File: config.mk
export PLATFORM = sky130hd
export DESIGN_NAME = hilo_mdu_ctrl_flat
export DESIGN_NICKNAME = d
export VERILOG_FILES = /design/src/rtl/hilo_mdu_ctrl_if.sv /design/src/rtl/hilo_mdu_ctrl.sv /design/src/flat_wrapper.sv
export SDC_FILE = /design/constraint.sdc
export NUM_CORES = 2
export LEC_CHECK = 0
export ABC_AREA = 1
export BUFFER_PORTS_ARGS = -buffer_cell sky130_fd_sc_hd__buf_4
export CAP_MARGIN = 15
export CORE_UTILIZATION = 67
export CTS_CLUSTER_DIAMETER = 150
export DETAILED_ROUTE_END_ITERATION = 7
export PLACE_DENSITY = 0.85
export REMOVE_ABC_BUFFERS = 1
export SYNTH_ARGS = -nofsm -noshare
export SYNTH_HDL_FRONTEND = slang
export SYNTH_SLANG_ARGS = --single-unit
File: constraint.sdc
create_clock -name i_clk -period 8.2 [get_ports i_clk]
set_input_delay 0.82 -clock i_clk [delete_from_list [all_inputs] [get_ports i_clk]]
set_output_delay 0.82 -clock i_clk [all_outputs]
set_load 0.01 [all_outputs]
File: src/rtl/hilo_mdu_ctrl_if.sv
// HI/LO sequencer bus: EX-stage request side plus stall/done/HI/LO results.
interface hilo_mdu_ctrl_if;
  logic        start;
  logic [7:0]  op;
  logic [31:0] num1;
  logic [31:0] num2;
  logic        flush;
  logic        stall;
  logic        done;
  logic [31:0] hi;
  logic [31:0] lo;

  // Pipeline side drives the request, sees stall and results
  modport master (
    output start, op, num1, num2, flush,
    input  stall, done, hi, lo
  );

  // Sequencer side
  modport slave (
    input  start, op, num1, num2, flush,
    output stall, done, hi, lo
  );
endinterface

File: src/rtl/hilo_mdu_ctrl.sv
// Multi-cycle multiply/divide sequencer owning the HI/LO register pair.
// Radix-2 restoring divider (32 iterations) and a registered multiplier
// held for MUL_LAT cycles; stalls the pipeline while busy, aborts on flush.
module hilo_mdu_ctrl #(
  parameter int unsigned MUL_LAT = 1
) (
  input logic           i_clk,
  input logic           i_rst,
  hilo_mdu_ctrl_if.slave bus
);

  localparam logic [7:0] LP_MTHI  = 8'b0001_0001;
  localparam logic [7:0] LP_MTLO  = 8'b0001_0011;
  localparam logic [7:0] LP_MULT  = 8'b0001_1000;
  localparam logic [7:0] LP_MULTU = 8'b0001_1001;
  localparam logic [7:0] LP_DIV   = 8'b0001_1010;
  localparam logic [7:0] LP_DIVU  = 8'b0001_1011;

  localparam logic [4:0] LP_MUL_LAST = 5'(MUL_LAT - 1);
  localparam logic [4:0] LP_DIV_LAST = 5'd31;

  typedef enum logic [1:0] {
    S_IDLE,
    S_MUL,
    S_DIV,
    S_FIN
  } state_t;

  state_t      r_state;
  state_t      w_next;

  logic [31:0] r_hi;
  logic [31:0] r_lo;
  logic [31:0] r_rem;     // remainder / product high word
  logic [31:0] r_quo;     // quotient / multiplicand / product low word
  logic [31:0] r_dvs;     // divisor / multiplier magnitude
  logic        r_qsign;   // quotient sign (DIV) or product sign (MULT)
  logic        r_rsign;   // remainder sign (DIV)
  logic [4:0]  r_cnt;

  logic        w_accept;
  logic        w_is_mul;
  logic        w_is_div;
  logic        w_signed;
  logic        w_div0;
  logic [31:0] w_abs1;
  logic [31:0] w_abs2;
  logic [32:0] w_shift;
  logic        w_ge;
  logic [32:0] w_diff;
  logic [63:0] w_prod_mag;
  logic [63:0] w_prod;
  logic        w_stall;
  logic        w_done;

  assign w_accept = bus.start & ~bus.flush;
  assign w_is_mul = (bus.op == LP_MULT) | (bus.op == LP_MULTU);
  assign w_is_div = (bus.op == LP_DIV)  | (bus.op == LP_DIVU);
  assign w_signed = (bus.op == LP_MULT) | (bus.op == LP_DIV);
  assign w_div0   = (bus.num2 == '0);

  assign w_abs1 = (w_signed & bus.num1[31]) ? (~bus.num1 + 32'd1) : bus.num1;
  assign w_abs2 = (w_signed & bus.num2[31]) ? (~bus.num2 + 32'd1) : bus.num2;

  // The shifted partial remainder can reach 33 bits, so the trial subtract
  // is done one bit wider than the divisor.
  assign w_shift = {r_rem, r_quo[31]};
  assign w_ge    = (w_shift >= {1'b0, r_dvs});
  assign w_diff  = w_shift - {1'b0, r_dvs};

  assign w_prod_mag = {32'd0, r_quo} * {32'd0, r_dvs};
  assign w_prod     = r_qsign ? (~w_prod_mag + 64'd1) : w_prod_mag;

  // State register
  always_ff @(posedge i_clk) begin
    if (i_rst) begin
      r_state <= S_IDLE;
    end else begin
      r_state <= w_next;
    end
  end

  // Next-state, stall and done decode
  always_comb begin
    w_next  = r_state;
    w_stall = 1'b0;
    w_done  = 1'b0;
    unique case (r_state)
      S_IDLE: begin
        if (w_accept & w_is_mul) begin
          w_next  = S_MUL;
          w_stall = 1'b1;
        end else if (w_accept & w_is_div) begin
          w_next  = w_div0 ? S_FIN : S_DIV;
          w_stall = 1'b1;
        end
      end
      S_MUL: begin
        w_stall = 1'b1;
        if (r_cnt == LP_MUL_LAST) w_next = S_FIN;
      end
      S_DIV: begin
        w_stall = 1'b1;
        if (r_cnt == LP_DIV_LAST) w_next = S_FIN;
      end
      S_FIN: begin
        w_done = ~bus.flush;
        w_next = S_IDLE;
      end
      default: w_next = S_IDLE;
    endcase
    if (bus.flush) w_next = S_IDLE;
  end

  // Operand capture, divide iterations, product capture and HI/LO commit
  always_ff @(posedge i_clk) begin
    if (i_rst) begin
      r_hi    <= '0;
      r_lo    <= '0;
      r_rem   <= '0;
      r_quo   <= '0;
      r_dvs   <= '0;
      r_qsign <= 1'b0;
      r_rsign <= 1'b0;
      r_cnt   <= '0;
    end else if (bus.flush) begin
      r_cnt <= '0;
    end else begin
      unique case (r_state)
        S_IDLE: begin
          r_cnt <= '0;
          if (bus.start) begin
            if (bus.op == LP_MTHI) r_hi <= bus.num1;
            if (bus.op == LP_MTLO) r_lo <= bus.num1;
            if (w_is_mul) begin
              r_quo   <= w_abs1;
              r_dvs   <= w_abs2;
              r_qsign <= w_signed & (bus.num1[31] ^ bus.num2[31]);
              r_rsign <= 1'b0;
            end
            if (w_is_div) begin
              if (w_div0) begin
                // Divide by zero skips iteration; result is staged for FIN.
                r_quo   <= '1;
                r_rem   <= bus.num1;
                r_qsign <= 1'b0;
                r_rsign <= 1'b0;
              end else begin
                r_rem   <= '0;
                r_quo   <= w_abs1;
                r_dvs   <= w_abs2;
                r_qsign <= w_signed & (bus.num1[31] ^ bus.num2[31]);
                r_rsign <= w_signed & bus.num1[31];
              end
            end
          end
        end
        S_MUL: begin
          if (r_cnt == LP_MUL_LAST) begin
            // Product already signed here, so commit must not re-apply sign.
            {r_rem, r_quo} <= w_prod;
            r_qsign        <= 1'b0;
            r_rsign        <= 1'b0;
            r_cnt          <= '0;
          end else begin
            r_cnt <= r_cnt + 5'd1;
          end
        end
        S_DIV: begin
          if (w_ge) begin
            r_rem <= w_diff[31:0];
            r_quo <= {r_quo[30:0], 1'b1};
          end else begin
            r_rem <= w_shift[31:0];
            r_quo <= {r_quo[30:0], 1'b0};
          end
          r_cnt <= (r_cnt == LP_DIV_LAST) ? 5'd0 : (r_cnt + 5'd1);
        end
        S_FIN: begin
          r_hi  <= r_rsign ? (~r_rem + 32'd1) : r_rem;
          r_lo  <= r_qsign ? (~r_quo + 32'd1) : r_quo;
          r_cnt <= '0;
        end
        default: r_cnt <= '0;
      endcase
    end
  end

  assign bus.stall = w_stall;
  assign bus.done  = w_done;
  assign bus.hi    = r_hi;
  assign bus.lo    = r_lo;

endmodule

File: src/flat_wrapper.sv
// flat-port wrapper written by rule: the top's interface ports become plain ports
module hilo_mdu_ctrl_flat 
#(
  parameter int unsigned MUL_LAT = 1
)
  (i_clk, i_rst, bus_start, bus_op, bus_num1, bus_num2, bus_flush, bus_stall, bus_done, bus_hi, bus_lo);
  hilo_mdu_ctrl_if bus_i ();
  input logic i_clk;
  input logic i_rst;
  input wire logic [$bits(bus_i.start)-1:0] bus_start;
  input wire logic [$bits(bus_i.op)-1:0] bus_op;
  input wire logic [$bits(bus_i.num1)-1:0] bus_num1;
  input wire logic [$bits(bus_i.num2)-1:0] bus_num2;
  input wire logic [$bits(bus_i.flush)-1:0] bus_flush;
  output wire logic [$bits(bus_i.stall)-1:0] bus_stall;
  output wire logic [$bits(bus_i.done)-1:0] bus_done;
  output wire logic [$bits(bus_i.hi)-1:0] bus_hi;
  output wire logic [$bits(bus_i.lo)-1:0] bus_lo;
  assign bus_i.start = bus_start;
  assign bus_i.op = bus_op;
  assign bus_i.num1 = bus_num1;
  assign bus_i.num2 = bus_num2;
  assign bus_i.flush = bus_flush;
  assign bus_stall = bus_i.stall;
  assign bus_done = bus_i.done;
  assign bus_hi = bus_i.hi;
  assign bus_lo = bus_i.lo;
  hilo_mdu_ctrl #(.MUL_LAT(MUL_LAT)) u_core (.i_clk(i_clk), .i_rst(i_rst), .bus(bus_i));
endmodule
==> results of run 1 <==
-- synth_stat cells, types with 3 or more instances --
master / number
nand4_1: 57
inv_2: 12
and2_1: 4
nor4_1: 11
ha_1: 308
a211oi_1: 7
buf_1: 65
o31ai_1: 6
nand2_1: 2182
fa_1: 897
a21o_1: 7
nor3_1: 52
dfxtp_1: 169
o221ai_1: 10
o21ai_1: 11
clkbuf_1: 286
o21bai_1: 5
a221oi_1: 4
nand3b_1: 24
xnor2_1: 45
nand3_2: 6
nor2_4: 5
a31oi_1: 68
o21ai_0: 247
inv_1: 1976
nand2_2: 23
buf_2: 22
o21a_1: 5
nor2_1: 352
o211ai_1: 30
a21oi_1: 315
nor2_2: 21
nand3_1: 284
clkinv_1: 3
or2_2: 14
xor2_1: 51
nor3_2: 11
-- metal layers --
layer / GRT overflow / global-route usage [%]
met2: 195 / 95.6
met1: 65 / 84.8
met3: 67 / 73.7
met5: 4 / 53.4
met4: 86 / 74.2
-- cells by family after synthesis --
group	share of synthesized area, %
simple gates	24.2
compound gates	7.84
flops	6.57
mux	0.0194
buf+inv	17.3
xor+xnor	1.66
fa+ha+maj	42.4
-- per-stage QoR --
| stage | hold WS (ns) | setup WS, ns | instances |
|---|---|---|---|
| 2_1_floorplan | 0.430 | 0.696 | 7251 |
| 3_3_place_gp | 0.444 | 0.0425 | 8951 |
| 3_5_place_dp | 0.450 | -0.0850 | 8951 |
| 4_1_cts | 0.473 | 0.00111 | 8983 |
==> flow_summary.json, run 1 <==
{
  "ys_warn_count": 0,
  "rows": 101,
  "post_cts_resized": 13,
  "endpoint_type": "register input",
  "yosysUniqueCellTypes": 59,
  "haltStage": "global routing (5_1_grt)",
  "cts_buffers": 17,
  "postCtsSetupBuffers": 0,
  "clockRootBuffer": "clkbuf_16",
  "yosys-top-cells-area": "fa_1, nand2_1, inv_1, ha_1, dfxtp_1",
  "die_w_microns": 279,
  "synth_top_area_share_pct": 34.9,
  "die_h_microns": 279,
  "synth.largest_area_cell": "fa_1",
  "yosys_most_used_dff": "dfxtp_1",
  "outcome": "aborted with a tool error",
  "dp_hpwl_microns": 170000,
  "worst_endpoint": "u_core.r_rem[19]$_SDFFE_PP0P_/D",
  "error": "[ERROR GRT-0232] Routing congestion too high. Check the congestion heatmap in the GUI.",
  "antenna_found_initial": 45,
  "ys_ff_latch": 169,
  "cts.path.max_buffers": 2,
  "syn_inst": 7625,
  "async_flop_share_pct": 0,
  "htreeDepth": 4,
  "syn_area_per_cell_sq_um": 6.75,
  "initial_core_util_pct": 67.8,
  "synth_edf_count": 0,
  "numClockSinks": 169,
  "gp_congestion": 1.08,
  "grt_start_max_net_pins": 93,
  "grt_util_all_layers_pct": 83.2,
  "portBuffers": 141,
  "io_pins": 142,
  "grt-ovfl-total": 417,
  "postCtsHoldBufs": 0,
  "placed_cell_area_sq_um": 57100,
  "ys_seq_area_share_pct": 6.57,
  "syn_area_sq_um": 51500
}
==> inputs of run 2 (changes only) <==
CORE_UTILIZATION = 40   (was 67)
CTS_CLUSTER_DIAMETER = not set   (was 150)
PLACE_DENSITY = not set   (was 0.85)
PLACE_DENSITY_LB_ADDON = 0.15   (was not set)
==> flow_summary.json, run 2 <==
{
  "reg2reg_slack_ns": 0.25,
  "hp-start": "u_core.r_cnt[0]",
  "yosys-top-cells-area": "fa_1, nand2_1, inv_1, ha_1, dfxtp_1",
  "synth_top_family_by_area": "adder cells",
  "numClockSinks": 169,
  "ys_seq_area_share_pct": 6.57,
  "drt-total-wl_microns": 195000,
  "fillerInstances": 13274,
  "synth_fa_ha_area_share_pct": 42.4,
  "portBuffers": 141,
  "syn_area_sq_um": 51500,
  "grt_util_all_layers_pct": 29.7,
  "crit_arrival_ns": 8.33,
  "cts_tree": "yes",
  "placed_cell_area_sq_um": 57300,
  "dp_hpwl_microns": 162000,
  "syn_area_per_cell_sq_um": 6.75,
  "layout_min_cycle_time_ns": 7.95,
  "ys_top_cells_by_count": "nand2_1, inv_1, fa_1",
  "rows": 131,
  "drt_iter0_markers": 3781,
  "core_sq_um": 128000,
  "hold_path.class": "reg2reg",
  "postCtsHoldBufs": 0,
  "finalCritPeriodShare_pct": 96.9,
  "syn_inst": 7625,
  "final_layout_size_suffix_gt1_share_pct": 11.6,
  "grt-ovfl-total": 0,
  "syn2layout_area_growth_pct": 14.5,
  "ant_nets": 0,
  "antenna_found_initial": 4,
  "r2r_cells": 36,
  "synth_most_common_cell": "nand2_1",
  "num_vias": 48604,
  "setup_ws_ns": 0.251,
  "slowest_stage": "fa_1",
  "synth.largest_area_cell": "fa_1",
  "hold_depth": 1,
  "fin_hold_ws_ns": 0.471,
  "grt_pass1_wl_microns": 294000,
  "grt_pass1_vias": 49313,
  "ys_ff_latch": 169,
  "grt_start_max_net_pins": 83,
  "maxCapViolCount": 0,
  "clk_pin_slew_worst_paths_ns": 0.09,
  "p_leak_nw": 34.5,
  "synth-simple-area-share_pct": 24.2,
  "wl_per_cell_microns": 20.4,
  "critPathLaunch": "u_core.r_quo[13]",
  "yosysUniqueCellTypes": 59,
  "start_kind": "flop",
  "critPathRequiredTime_ns": 8.58,
  "synthMuxAreaShare_pct": 0.0194,
  "cts.path.max_buffers": 2,
  "vdd.ir_drop.worst_uv": 138,
  "synth_top_area_share_pct": 34.9,
  "finClkSkew_ns": 0.0169,
  "nets": 9154,
  "io_pins": 142,
  "path_max_fanout": 14,
  "seqCellArea_sq_um": 3450,
  "dr.max_layer_used": "met4",
  "regToRegEndpoint": "u_core.r_rem[1]",
  "die-area_sq_um": 130000,
  "initial_core_util_pct": 40.3,
  "viasPerCell": 5.09,
  "max_freq_mhz": 126,
  "worstSetupPathType": "reg2reg",
  "die_w_microns": 361,
  "synth_compound_area_share_pct": 7.84,
  "clockRootBuffer": "clkbuf_16",
  "final_cell_area_sq_um": 58900,
  "layout_common_cells": "nand2_1, inv_1, fa_1",
  "max-slew-margin-rel_pct": 14.0,
  "dr_wl_met3_microns": 11700,
  "multiInputGateArea_sq_um": 39900,
  "place_ws_ns": -0.0525,
  "powerDensity_nw_per_um2": 32.7,
  "yosys_most_used_dff": "dfxtp_1",
  "p_total_mw": 1.93,
  "cts_buffers": 17,
  "first_pass_iters": 6,
  "setup-violations-final": 0,
  "final_common_cell": "nand2_1",
  "wl_met2_microns": 90500,
  "final-max-slew-violation-count": 0,
  "htreeDepth": 4,
  "hold_end": "u_core.r_cnt[0]",
  "ys_warn_count": 0,
  "wirelength_met1_microns": 84100,
  "clock_latency_ns": 0.53,
  "r2r-start": "u_core.r_quo[13]",
  "outcome": "finished clean",
  "cp-end-kind": "flop",
  "gp_congestion": 1.02,
  "die_h_microns": 361,
  "synth_xor_area_share_pct": 1.66,
  "async_flop_share_pct": 0,
  "rsz0062_at_grt": "yes",
  "synth_edf_count": 0,
  "tightest_slew_ns": 1.28,
  "drcViolationCount": 0,
  "final_hold_viol_count": 0,
  "cpPeakStageDelay_ns": 0.56
}
-- run 2: cell counts after synthesis --
Identical to the previous run, type by type.
-- run 2: layer usage --
layer,track usage [%],up-vias
li1,-,22871
met1,39.5,23857
met2,49.5,1553
met3,3.06,323
met4,11.3,0
met5,0,-
-- run 2: per-stage QoR --
stage	setup TNS (ns)	std cells	util, %
3_3_place_gp	-0.241	9497	44.9
5_1_grt	-0.441	9549	46.2
2_1_floorplan	0	7251	-
3_5_place_dp	-0.154	9497	44.9
4_1_cts	0	9529	45.3
6_report	0	9550	46.2
-- run 2: how the worst max path moves through the flow --
stage	depth (start not counted)	endpoint
2_1_floorplan	32	u_core.r_rem[13]
3_3_place_gp	32	u_core.r_rem[26]
3_5_place_dp	38	u_core.r_rem[13]
4_1_cts	37	u_core.r_rem[13]
5_1_grt	36	u_core.r_quo[31]
6_report	36	u_core.r_rem[1]
-- run 2: cell type report --
cell class,count,area share [%]
multi-input cells,5091,67.7
inverters,1991,12.7
repair buffers,603,9.25
flip-flops and latches,169,5.86
well taps,1662,3.53
clock buffers,17,0.722
clock inverters,15,0.293
diodes,2,0.00849
-- run 2: repair_timing --
item	4_1_cts	5_1_grt
gates cloned	0	8
pin swaps	0	27
setup endpoints to repair	16	38
buffers inserted	0	12
gates resized for setup	9	203
hold endpoints to repair	0	0
-- run 2: logic make-up after synthesis --
group	after synthesis
adders and majority gates	1205
muxes	1
AOI/OAI and AO/OA	734
and+or+nand+nor	3054
DFF	169
buffers and inverters	2365
xor gates and xnor gates	97
-- run 2: critical path, delay by kind of cell, from the launching register on --
family	cells	cell delay, ns
buf+inv	9	1.05
compound gates	3	0.30
simple gates	15	1.73
fa+ha+maj	9	4.18
flops	1	0.51
-- run 2: power by group --
group	total (mW)	switching [mW]	leakage, nW	internal (mW)
combinational	0.214	0.143	32.8	0.0715
sequential	0.819	0.00309	1.38	0.816
clock	0.896	0.486	0.293	0.410
total	1.93	0.631	34.5	1.30
No activity file was read; power rests on OpenSTA's default activity.
